## config.mk

```make
export PLATFORM = sky130hd
export DESIGN_NAME = prog_loader
export DESIGN_NICKNAME = d
export VERILOG_FILES = /design/src/rtl/prog_loader_pkg.sv /design/src/rtl/prog_loader_ram.sv /design/src/rtl/prog_loader.sv
export SDC_FILE = /design/constraint.sdc
export NUM_CORES = 1
export LEC_CHECK = 0
export ABC_AREA = 1
export BUFFER_PORTS_ARGS = -buffer_cell sky130_fd_sc_hd__buf_2
export CORE_MARGIN = 4
export CORE_UTILIZATION = 45
export CTS_CLUSTER_DIAMETER = 60
export DETAILED_ROUTE_END_ITERATION = 16
export GPL_ROUTABILITY_DRIVEN = 1
export PLACE_DENSITY = 0.68
export SETUP_SLACK_MARGIN = 0.3
export SLEW_MARGIN = 20
export SYNTH_ARGS = -nofsm -noshare
export SYNTH_HDL_FRONTEND = slang
export SYNTH_SLANG_ARGS = --single-unit
```

## constraint.sdc

```tcl
create_clock -name clk -period 3.2 [get_ports clk]
set_input_delay 0.16 -clock clk [delete_from_list [all_inputs] [get_ports clk]]
set_output_delay 0.16 -clock clk [all_outputs]
set_load 0.01 [all_outputs]
```

## src/rtl/prog_loader_pkg.sv

```systemverilog
// Shared definitions for the program-memory loader: FSM states, sizes and the NOP fill word.
package prog_loader_pkg;

   localparam int unsigned PROG_ADDR_W = 5;
   localparam int unsigned MAX_WORDS   = 32;
   localparam logic [15:0] NOP_WORD    = 16'h3C00;

   typedef enum logic [2:0] {
      ST_IDLE  = 3'd0,
      ST_COUNT = 3'd1,
      ST_HI    = 3'd2,
      ST_LO    = 3'd3,
      ST_CSUM  = 3'd4,
      ST_ERR   = 3'd5
   } state_e;

   // States that consume stream bytes; the processor must not fetch during these.
   function automatic logic in_frame(input state_e st);
      return (st == ST_COUNT) || (st == ST_HI) || (st == ST_LO) || (st == ST_CSUM);
   endfunction

endpackage

```

## src/rtl/prog_loader_ram.sv

```systemverilog
// Program RAM: synchronous write, asynchronous read, whole array refilled with FILL_WORD on reset.
module prog_ram
   import prog_loader_pkg::*;
#(
   parameter int unsigned ADDR_W    = PROG_ADDR_W,
   parameter int unsigned DEPTH     = 2 ** ADDR_W,
   parameter logic [15:0] FILL_WORD = NOP_WORD
) (
   input  logic              clk,
   input  logic              rstn,
   input  logic              we,
   input  logic [ADDR_W-1:0] waddr,
   input  logic [15:0]       wdata,
   input  logic [ADDR_W-1:0] raddr,
   output logic [15:0]       rdata
);

   logic [15:0] mem_q [DEPTH];
   logic [15:0] mem_d [DEPTH];

   always_comb begin
      mem_d = mem_q;
      if (we) begin
         mem_d[waddr] = wdata;
      end
   end

   always_ff @(posedge clk) begin
      if (!rstn) begin
         for (int i = 0; i < DEPTH; i++) begin
            mem_q[i] <= FILL_WORD;
         end
      end else begin
         mem_q <= mem_d;
      end
   end

   // Read sees the pre-edge contents, so a same-cycle write returns the old word.
   assign rdata = mem_q[raddr];

endmodule

```

## src/rtl/prog_loader.sv

```systemverilog
// Framed byte-stream loader for the program RAM; holds the core in reset until a good load.
//
// state    | meaning
// ---------+-----------------------------------------------------------
// ST_IDLE  | no frame in progress; load_start opens a frame
// ST_COUNT | waiting for word count N (1..MAX_WORDS)
// ST_HI    | waiting for high byte of the next word
// ST_LO    | waiting for low byte; word is written on acceptance
// ST_CSUM  | waiting for checksum byte
// ST_ERR   | last frame failed; core held in reset until load_start
module prog_loader
   import prog_loader_pkg::*;
#(
   parameter int unsigned ADDR_W    = PROG_ADDR_W,
   parameter int unsigned DEPTH     = 2 ** ADDR_W,
   parameter logic [15:0] FILL_WORD = NOP_WORD
) (
   input  logic              clk,
   input  logic              rstn,
   input  logic              load_start,
   input  logic              byte_valid,
   input  logic [7:0]        byte_data,
   output logic              byte_ready,
   input  logic              fetch_en,
   input  logic [ADDR_W-1:0] fetch_addr,
   output logic [15:0]       fetch_data,
   output logic              cpu_rstn,
   output logic              busy,
   output logic              done,
   output logic              err,
   output logic [5:0]        word_cnt
);

   state_e            state_q, state_d;
   logic [5:0]        n_q, n_d;
   logic [7:0]        hi_q, hi_d;
   logic [7:0]        csum_q, csum_d;
   logic [ADDR_W-1:0] wr_addr_q, wr_addr_d;
   logic [5:0]        word_cnt_q, word_cnt_d;
   logic              done_q, done_d;
   logic              err_q, err_d;
   logic              cpu_rstn_q, cpu_rstn_d;

   logic              accept;
   logic              ram_we;
   logic [15:0]       ram_rdata;

   assign busy       = in_frame(state_q);
   assign byte_ready = busy;
   assign accept     = byte_valid && byte_ready;

   always_comb begin
      state_d    = state_q;
      n_d        = n_q;
      hi_d       = hi_q;
      csum_d     = csum_q;
      wr_addr_d  = wr_addr_q;
      word_cnt_d = word_cnt_q;
      done_d     = done_q;
      err_d      = err_q;
      cpu_rstn_d = cpu_rstn_q;
      ram_we     = 1'b0;

      case (state_q)
         ST_IDLE, ST_ERR: begin
            if (load_start) begin
               state_d    = ST_COUNT;
               done_d     = 1'b0;
               err_d      = 1'b0;
               word_cnt_d = '0;
               wr_addr_d  = '0;
               csum_d     = '0;
               cpu_rstn_d = 1'b0;
            end
         end
         ST_COUNT: begin
            if (accept) begin
               if ((byte_data == 8'd0) || (byte_data > 8'(MAX_WORDS))) begin
                  state_d    = ST_ERR;
                  err_d      = 1'b1;
                  cpu_rstn_d = 1'b0;
               end else begin
                  n_d     = byte_data[5:0];
                  csum_d  = byte_data;
                  state_d = ST_HI;
               end
            end
         end
         ST_HI: begin
            if (accept) begin
               hi_d    = byte_data;
               csum_d  = csum_q + byte_data;
               state_d = ST_LO;
            end
         end
         ST_LO: begin
            if (accept) begin
               ram_we     = 1'b1;
               wr_addr_d  = wr_addr_q + 1'b1;
               word_cnt_d = word_cnt_q + 6'd1;
               csum_d     = csum_q + byte_data;
               state_d    = (word_cnt_q + 6'd1 == n_q) ? ST_CSUM : ST_HI;
            end
         end
         ST_CSUM: begin
            if (accept) begin
               if (8'(csum_q + byte_data) == 8'd0) begin
                  state_d    = ST_IDLE;
                  done_d     = 1'b1;
                  cpu_rstn_d = 1'b1;
               end else begin
                  state_d    = ST_ERR;
                  err_d      = 1'b1;
                  cpu_rstn_d = 1'b0;
               end
            end
         end
         default: state_d = ST_IDLE;
      endcase
   end

   always_ff @(posedge clk) begin
      if (!rstn) begin
         state_q    <= ST_IDLE;
         n_q        <= '0;
         hi_q       <= '0;
         csum_q     <= '0;
         wr_addr_q  <= '0;
         word_cnt_q <= '0;
         done_q     <= 1'b0;
         err_q      <= 1'b0;
         cpu_rstn_q <= 1'b0;
      end else begin
         state_q    <= state_d;
         n_q        <= n_d;
         hi_q       <= hi_d;
         csum_q     <= csum_d;
         wr_addr_q  <= wr_addr_d;
         word_cnt_q <= word_cnt_d;
         done_q     <= done_d;
         err_q      <= err_d;
         cpu_rstn_q <= cpu_rstn_d;
      end
   end

   prog_ram #(
      .ADDR_W   (ADDR_W),
      .DEPTH    (DEPTH),
      .FILL_WORD(FILL_WORD)
   ) u_ram (
      .clk  (clk),
      .rstn (rstn),
      .we   (ram_we),
      .waddr(wr_addr_q),
      .wdata({hi_q, byte_data}),
      .raddr(fetch_addr),
      .rdata(ram_rdata)
   );

   assign fetch_data = (fetch_en && !busy) ? ram_rdata : 16'h0000;
   assign cpu_rstn   = cpu_rstn_q;
   assign done       = done_q;
   assign err        = err_q;
   assign word_cnt   = word_cnt_q;

endmodule
```

==> results of run 1 <==
logic make-up after synthesis:
family                   after synthesis
adder cells (fa/ha/maj)               13
buffers and inverters                424
flip-flops                           551
AO/OA/AOI/OAI                       1100
XOR/XNOR                               5
AND/OR/NAND/NOR                     1290
per-layer routing:
layer,part of all wire,vias up,GRT usage
met3,0.067,116,0.0315
met4,0.022,0,0.0660
li1,-,11178,-
met1,0.47,10686,0.338
met5,0,-,0
met2,0.45,778,0.371
worst max-delay path, stage by stage, from the launching register on:
cell and delay, ns:
dfxtp_1 0.39, inv_1 0.09, nand3_1 0.07, buf_4 0.18, nand2_2 0.11, nor2_2 0.13, inv_1 0.08, nor2_1 0.17
buf_12 0.19, nand2_1 0.07, nor2_1 0.27, buf_2 0.21
final timing paths:
kind / to / slack (ns) / cells past startpoint
hold / removal: state_q[0] / 0.06 / 4
setup / recovery: fetch_data[6] / 0.45 / 11
setup reg to reg: u_ram.mem_q[476] / 0.87 / 11
hold reg to reg: err / 0.45 / 2
sequential cells by signal (all words and copies together), names as in the netlist:
signal and cells:
done 1, n_q 6, hi_q 8, err 1, wr_addr_q 5, cpu_rstn 1
csum_q 8, u_ram.mem_q 512, word_cnt 6, state_q 3
cells in the final DEF, fill, tap and decap left out, types with 3 or more instances in the layout:
cell type,Yosys,routed
o211ai_1,124,124
clkbuf_16,0,57
buf_4,68,48
inv_1,70,66
o221ai_1,8,8
o311ai_0,3,3
nand2_2,3,3
clkinv_1,8,7
dfxtp_1,551,551
o211ai_2,4,4
o22ai_1,4,4
inv_4,6,7
a211oi_1,5,5
clkinv_2,0,13
o21ai_0,419,419
buf_12,0,19
nor2_1,317,312
nand4_1,5,5
buf_2,32,41
ha_1,12,12
bufinv_16,0,11
clkbuf_8,0,16
a21oi_1,456,455
nor2_2,3,7
nand2_1,670,670
a22oi_1,71,71
nor2_4,39,40
clkbuf_1,155,4
inv_2,24,27
nor3_1,4,4
xor2_1,4,4
nand3_1,238,238
where the power goes:
| part | internal [uW] | switching (uW) | total [uW] |
|---|---|---|---|
| sequential | 6950 | 101 | 7050 |
| clock | 4480 | 2820 | 7300 |
| combinational | 626 | 1510 | 2130 |
| total | 12100 | 4430 | 16500 |
metrics by stage:
step / std cells / hold WS [ns]
final: 4030 / 0.0596
after global routing: 4030 / 0.0872
after CTS: 4030 / 0.0237
after detailed placement: 3925 / 0.439
after global placement: 3925 / 0.441
after floorplan: 3383 / 0.351
timing repair:
item | CTS | global route
pin swaps | 0 | 0
hold endpoints to repair | 3 | 0
endpoints found under the setup margin | 2 | 7
hold buffers | 2 | 0
resized for setup | 2 | 5
layout make-up:
type	instances	area [um^2]	share of cell area
inverter	108	430	0.0158
timing repair buffer	112	995	0.0364
clock buffer	76	1650	0.0603
clock inverter	27	422	0.0154
sequential	551	11000	0.404
tap	748	936	0.0343
multi-input combinational	2408	11900	0.434
==> results.yml, run 1 <==
floorplanning:
  initial_utilization: 0.453
  die_x_um: 243
  die_y_um: 243
  row_count: 86
  io_pins: 45
  core_area_um2: 55000
  die-area_um2: 59200
final_layout:
  drive_gt1_frac: 0.0941
  fin_nets: 3268
  areaGrowthSynthToFinish_pct: 9.60
  num_antenna_cells: 0
  design_area_um2: 27300
  utilization: 0.497
  n_fill_cell: 5363
routing:
  viasPerCell: 5.65
  drcViolationCount: 0
  detail_route.wl_per_cell_um: 17.9
  final_antenna_net_count: 0
  vias: 22758
  first_iter_violations: 2161
  first_pass_iters: 6
  wl_um: 72000
placement:
  hpwl_um: 43500
  pre_cts_ws_ns: 0.712
  postPlaceCellArea_um2: 25200
  port_buffers: 44
  gp_congestion: 0.834
sta:
  max_freq_mhz: 363
  fin_worst_skew_ns: 0.0120
  period_share: 0.860
  setup_viol: 0
  finalWorstPathRequiredPeriod_ns: 2.75
  tns_ns: 0
  slew_violations: 0
  finalHoldViolCount: 0
  worst_slack_ns: 0.447
  max_slew_margin: 0.408
  worst_pin_slew_ns: 0.888
  rsz0062_at_grt: "false"
yosys:
  yosys.area.top_type: "dfxtp_1"
  async_reset_ff_frac: 0
  synth_top_family_by_area: "compound AO/OA/AOI/OAI gates"
  muxShareOfSynthArea: 0
  synth_area_per_cell_um2: 7.37
  synth-warning-count: 0
  synthFlopType: "dfxtp_1"
  synth_xor_area_frac: 0.00176
  synth_compound_area_frac: 0.244
  synthCells: 3383
  synth_nets: 3414
  ys_ff_latch: 551
  syn_area_um2: 24900
  synthAdderAreaFrac: 0.00683
  synthTopCellsByArea: "dfxtp_1, nand2_1, a21oi_1"
  synth_commonest_cells: "nand2_1, dfxtp_1, a21oi_1, o21ai_0, nor2_1"
  yosysMostFrequentCell: "nand2_1"
  synth_edf_count: 0
  synth.distinct_cells: 45
  synth-seq-area-share: 0.442
  synth_top_cell_area_share: 0.442
  yosys.area_share.simple: 0.222
worst_setup_path:
  worstPathMaxFanout: 16
  regToRegStartpoint: "state_q[1]"
  worstPathRequired_ns: 3.04
  critical_path.startpoint: "state_q[2]"
  crit_arrival_ns: 2.59
  crit_path_start_kind: "flip-flop"
  end_kind: "output port"
  critPathKind: "flip-flop to output port"
clock_network:
  cts_tree: "built"
  path_clk_slew_ns: 0.06
  numCtsBuffers: 56
  htree_levels: 2
  insertion_delay_ns: 0.62
  post_cts_buffers: 0
  clock-sinks: 551
  clockBufferDepth: 3
  cts_root_buf: "clkbuf_16"
power:
  ir_worst_vdd_uv: 607
  power_leakage_uw: 0.0117
  power_uw: 16500
  powerDensity_nw_per_um2: 603
grt:
  grtUsageTotal: 0.235
  grt_pass1_vias: 21037
  antenna_found_initial: 0
  grt.overflow.total: 0
  grt_max_degree: 98
  grt_first_pass_wirelength_um: 116000
run_status:
  status: "finished clean"
hold_path:
  hold_class: "input pin to flip-flop"
  min_from: "byte_valid"
flow_run:
  cap_violations: 0
(Power assumes the default switching activity.)
==> inputs of run 2 (changes only) <==
Settings changed: CORE_UTILIZATION 45 to 42, MAX_ROUTING_LAYER from default to met4, PLACE_DENSITY 0.68 to 0.65.
==> run 2 against run 1 <==
  * Count of clock-buffer cells in the layout increased by 8
  * Clock skew rose by 0.014 ns
  * Routed wire length grew 4.2%
  * Die area increased by 6.9%
  * Register-to-register slack improved by 0.07 ns
  * Combinational power is 3% higher
  * Power shrank 1.8%
  * Hold slack worse by 0.025 ns
  * Flip-flop and latch count is the same
  * Global-route usage grew 0.059 points
  * Via count is 0.22% higher
  * Sequential share of layout area is essentially flat
  * Largest cell class unchanged
  * Largest power group is now registers
  * Highest routed layer unchanged
==> results.yml, run 2 (same netlist as run 1, synthesis figures left out) <==
run_status:
  status: "finished clean"
sta:
  finalWorstPathRequiredPeriod_ns: 2.79
  tns_ns: 0
  finalHoldViolCount: 0
  slew_violations: 0
  fin_worst_skew_ns: 0.0256
  max_slew_margin: 0.283
  period_share: 0.871
  rsz0062_at_grt: "false"
  worst_pin_slew_ns: 1.07
  max_freq_mhz: 359
  worst_slack_ns: 0.413
  setup_viol: 0
clock_network:
  htree_levels: 2
  cts_tree: "built"
  insertion_delay_ns: 0.64
  path_clk_slew_ns: 0.06
  clockBufferDepth: 3
  cts_root_buf: "clkbuf_16"
  numCtsBuffers: 58
  clock-sinks: 551
final_layout:
  final_cell_mix: "nand2_1, dfxtp_1, a21oi_1"
  layout.cells.non_filler: 4065
  areaGrowthSynthToFinish_pct: 9.47
  drive_gt1_frac: 0.0936
  final_common_cell: "nand2_1"
  num_antenna_cells: 0
  largest_register: "u_ram.mem_q"
  reg.largest.list: "u_ram.mem_q x512, csum_q x8, hi_q x8"
  fin_nets: 3278
  largest_reg_flops: 512
  n_fill_cell: 5818
floorplanning:
  die-area_um2: 63300
  initial_utilization: 0.423
  row_count: 89
  io_pins: 45
  core_area_um2: 58900
  die_y_um: 252
  die_x_um: 252
grt:
  grt_pass1_vias: 21086
  grt_first_pass_wirelength_um: 119000
  grt.overflow.total: 0
  grt_max_degree: 118
  grtUsageTotal: 0.235
  antenna_found_initial: 0
power:
  power_frac_seq: 0.435
  sw_frac_of_total: 0.281
  p_switching_uw: 4560
  powerDensity_nw_per_um2: 593
  clkPwrFrac: 0.429
  p_comb_frac: 0.135
  power.internal_uw: 11600
  power_leakage_uw: 0.0117
  ir_worst_vdd_uv: 578
  power_uw: 16200
hold_path:
  hold_class: "input pin to flip-flop"
routing:
  vias: 22807
  detail_route.wl_per_cell_um: 18.4
  first_iter_violations: 2034
  final_antenna_net_count: 0
  viasPerCell: 5.61
  drcViolationCount: 0
  first_pass_iters: 5
  wl_um: 75000
worst_setup_path:
  worstPathRequired_ns: 3.04
  end_kind: "output port"
  critPathKind: "flip-flop to output port"
  crit_path_start_kind: "flip-flop"
  crit_arrival_ns: 2.63
  crit_chain: "inv_1 -> nand3_4 -> nand2_2 -> nor2_2 -> inv_1 -> nor2_4 -> buf_12 -> buf_8 -> nand2_1 -> nor2_1 -> buf_2"
  cp_slowest_stage_delay_ns: 0.40
  worstPathMaxFanout: 12
  path_common_cell: "inv_1"
  slowest_stage: "dfxtp_1"
placement:
  port_buffers: 44
  hpwl_um: 44900
  dp.cells: 3952
  gp_congestion: 0.865
  pre_cts_ws_ns: 0.589
flow_run:
  cap_violations: 0
run 2: cell types whose count changed in the layout (fill, tap and decap cells not counted), sizes merged:
cell         delta
buf             +4
bufinv          -7
clkbuf          +8
clkinv          +1
dlygate4sd3     +4
run 2: layout make-up:
cell class | instances | area, um^2 | area share
multi-input combinational | 2408 | 11900 | 0.435
sequential | 551 | 11000 | 0.404
clock buffer | 84 | 1720 | 0.0630
timing repair buffer | 120 | 1030 | 0.0379
tap | 773 | 967 | 0.0354
inverter | 108 | 430 | 0.0158
clock inverter | 21 | 239 | 0.00876
run 2: path summary, 6_finish.rpt:
path | start | to | slack [ns] | cells after the start
setup / recovery | state_q[2] | fetch_data[7] | 0.41 | 11
hold / removal | byte_valid | state_q[2] | 0.03 | 4
setup reg to reg | wr_addr_q[2] | u_ram.mem_q[269] | 0.94 | 7
hold reg to reg | done | done | 0.45 | 2
run 2: what timing repair did:
action,4_1_cts,5_1_grt
setup endpoints to repair,16,15
cloned,0,1
endpoints found under the hold margin,8,0
resized for setup,4,8
hold buffers,6,0
buffers inserted,0,1
pin swaps,0,1
run 2: per-stage QoR:
| stage | hold WS (ns) | util | area, um^2 |
|---|---|---|---|
| floorplan | 0.351 | - | 24900 |
| global placement | 0.436 | 0.428 | 25200 |
| detailed placement | 0.444 | 0.428 | 25200 |
| CTS | 0.00782 | 0.462 | 27200 |
| global route | 0.0578 | 0.463 | 27300 |
| finish | 0.0348 | 0.463 | 27300 |
run 2: power by group through the flow:
stage / combinational [uW] / clock [uW] / sequential (uW)
2_1_floorplan: 1420 / 0 / 7190
3_3_place_gp: 2070 / 0 / 7200
3_5_place_dp: 2070 / 0 / 7200
4_1_cts: 2100 / 7050 / 7050
5_1_grt: 2390 / 7320 / 7070
6_report: 2190 / 6950 / 7050
run 2: per-layer routing:
| metal | global-route usage | routed length [um] | vias up |
|---|---|---|---|
| met1 | 0.328 | 35000 | 10741 |
| met4 | 0.0644 | 1760 | 0 |
| met2 | 0.361 | 33200 | 739 |
| li1 | - | - | 11219 |
| met5 | - | 0 | - |
| met3 | 0.0327 | 5040 | 108 |
run 2: worst max-delay path: cells and delay by family, from the launching register on:
kind / cells / cell delay [ns]
AND/OR/NAND/NOR: 6 / 0.88
buffers and inverters: 5 / 0.72
flip-flops: 1 / 0.40
==> inputs of run 3 (changes only) <==
Settings changed: CORE_UTILIZATION 42 to 40, PLACE_DENSITY 0.65 to 0.63.
==> run 3 against run 2 <==
  * Combinational power decreased by 2%
  * Clock power shrank 4.0%
  * Flip-flop and latch count stayed put
  * Via count fell by 0.59%
  * Final cell count is 1.4% higher
  * Non-clock buffer count is 1 lower
  * Sequential power is essentially flat
  * Hold slack lost 0.014 ns
  * Critical endpoint is now fetch_data[2]
  * Highest routed layer unchanged
==> results.yml, run 3 (same netlist as run 1, synthesis figures left out) <==
worst_setup_path:
  crit_arrival_ns: 2.65
  worstPathMaxFanout: 12
  end_kind: "output port"
  critPathKind: "flip-flop to output port"
  crit_path_start_kind: "flip-flop"
  reg2reg_slack_ns: 0.88
  worstPathRequired_ns: 3.04
final_layout:
  largest_register: "u_ram.mem_q"
  reg.largest.list: "u_ram.mem_q x512, csum_q x8, hi_q x8"
  num_antenna_cells: 0
  final_cell_mix: "nand2_1, dfxtp_1, a21oi_1"
  fin_nets: 3275
  n_fill_cell: 6357
  utilization: 0.441
  areaGrowthSynthToFinish_pct: 9.18
  final_common_cell: "nand2_1"
  drive_gt1_frac: 0.0917
  layout.cells.non_filler: 4121
  largest_reg_flops: 512
sta:
  max_freq_mhz: 356
  finalWorstPathRequiredPeriod_ns: 2.81
  setup_viol: 0
  fin_worst_skew_ns: 0.0140
  slew_violations: 0
  rsz0062_at_grt: "true"
  max_slew_margin: 0.406
  period_share: 0.877
  finalHoldViolCount: 0
  tns_ns: 0
  worst_pin_slew_ns: 0.888
  hold_slack_ns: 0.0208
power:
  power_uw: 15900
  powerDensity_nw_per_um2: 583
  ir_worst_vdd_uv: 642
  power_leakage_uw: 0.0117
clock_network:
  cts_tree: "built"
  cts_root_buf: "clkbuf_16"
  htree_levels: 2
  path_clk_slew_ns: 0.06
  clockBufferDepth: 3
  numCtsBuffers: 56
  clock-sinks: 551
  insertion_delay_ns: 0.62
grt:
  globalRouteMet2Util: 0.353
  use_met3: 0.0289
  use_met1: 0.317
  grt.busiest_layer: "met2"
  grtUsageTotal: 0.228
  grt.overflow.total: 0
  grt_pass1_vias: 21320
  grt_max_degree: 112
  antenna_found_initial: 0
  grt_first_pass_wirelength_um: 121000
floorplanning:
  initial_utilization: 0.404
  io_pins: 45
  die_x_um: 258
  core_area_um2: 61700
  die-area_um2: 66400
  row_count: 91
  die_y_um: 258
routing:
  wl_um: 75600
  viasPerCell: 5.50
  first_pass_iters: 5
  drcViolationCount: 0
  vias: 22673
  detail_route.wl_per_cell_um: 18.3
  first_iter_violations: 2101
  final_antenna_net_count: 0
run_status:
  status: "finished clean"
hold_path:
  hold_class: "input pin to flip-flop"
flow_run:
  cap_violations: 0
placement:
  port_buffers: 44
  hpwl_um: 45600
  dp.cells: 4021
  gp_congestion: 0.844
run 3: changes by cell type in the layout (fill, tap and decap cells not counted), moves of 2 or more:
cell           before  now
buf_4              54   59
dlygate4sd3_1       6    1
clkbuf_1            9   13
clkinv_2           10    7
clkbuf_8           18   16
clkinvlp_4          2    0
nor2_2              7    9
run 3: stage by stage:
| step | worst slack, ns | cell area [um^2] |
|---|---|---|
| after floorplan | 1.41 | 24900 |
| after global placement | 0.688 | 25300 |
| after detailed placement | 0.685 | 25300 |
| after CTS | 0.321 | 27200 |
| after global routing | 0.252 | 27200 |
| final | 0.394 | 27200 |
run 3: report_power, final:
group,total (uW),internal [uW],switching (uW)
Sequential,7050,6950,101
Clock,6670,3890,2780
Combinational,2150,630,1520
Total,15900,11500,4410
run 3: worst max-delay path: stages (launching register included):
cell and delay, ns:
dfxtp_1 0.41, inv_1 0.09, nand3_1 0.07, buf_4 0.19, nand2_2 0.11, nor2_1 0.17, inv_1 0.09, nor2_1 0.14
buf_6 0.22, nand2_1 0.11, nor2_2 0.25, buf_2 0.19
run 3: final timing paths:
check | endpoint | start | cells after the start
setup / recovery | fetch_data[2] | state_q[2] | 11
hold / removal | cpu_rstn | rstn | 3
setup reg to reg | u_ram.mem_q[287] | wr_addr_q[2] | 7
hold reg to reg | err | err | 2
run 3: repair_timing:
item,4_1_cts,5_1_grt
endpoints found under the hold margin,1,0
gates resized for setup,2,5
setup endpoints to repair,2,11
hold buffers,1,0
gates cloned,0,0
setup buffers,0,1
run 3: cell type report:
class | count | area (um^2) | area share
sequential | 551 | 11000 | 0.405
timing repair buffer | 119 | 998 | 0.0367
tap | 837 | 1050 | 0.0385
multi-input combinational | 2408 | 11900 | 0.436
clock inverter | 12 | 150 | 0.00552
clock buffer | 86 | 1710 | 0.0627
inverter | 108 | 430 | 0.0158
run 3: metal layers:
metal,wire [um],vias to the layer above
met3,5030,114
met2,33700,750
li1,-,11203
met4,1900,0
met5,0,-
met1,35000,10606
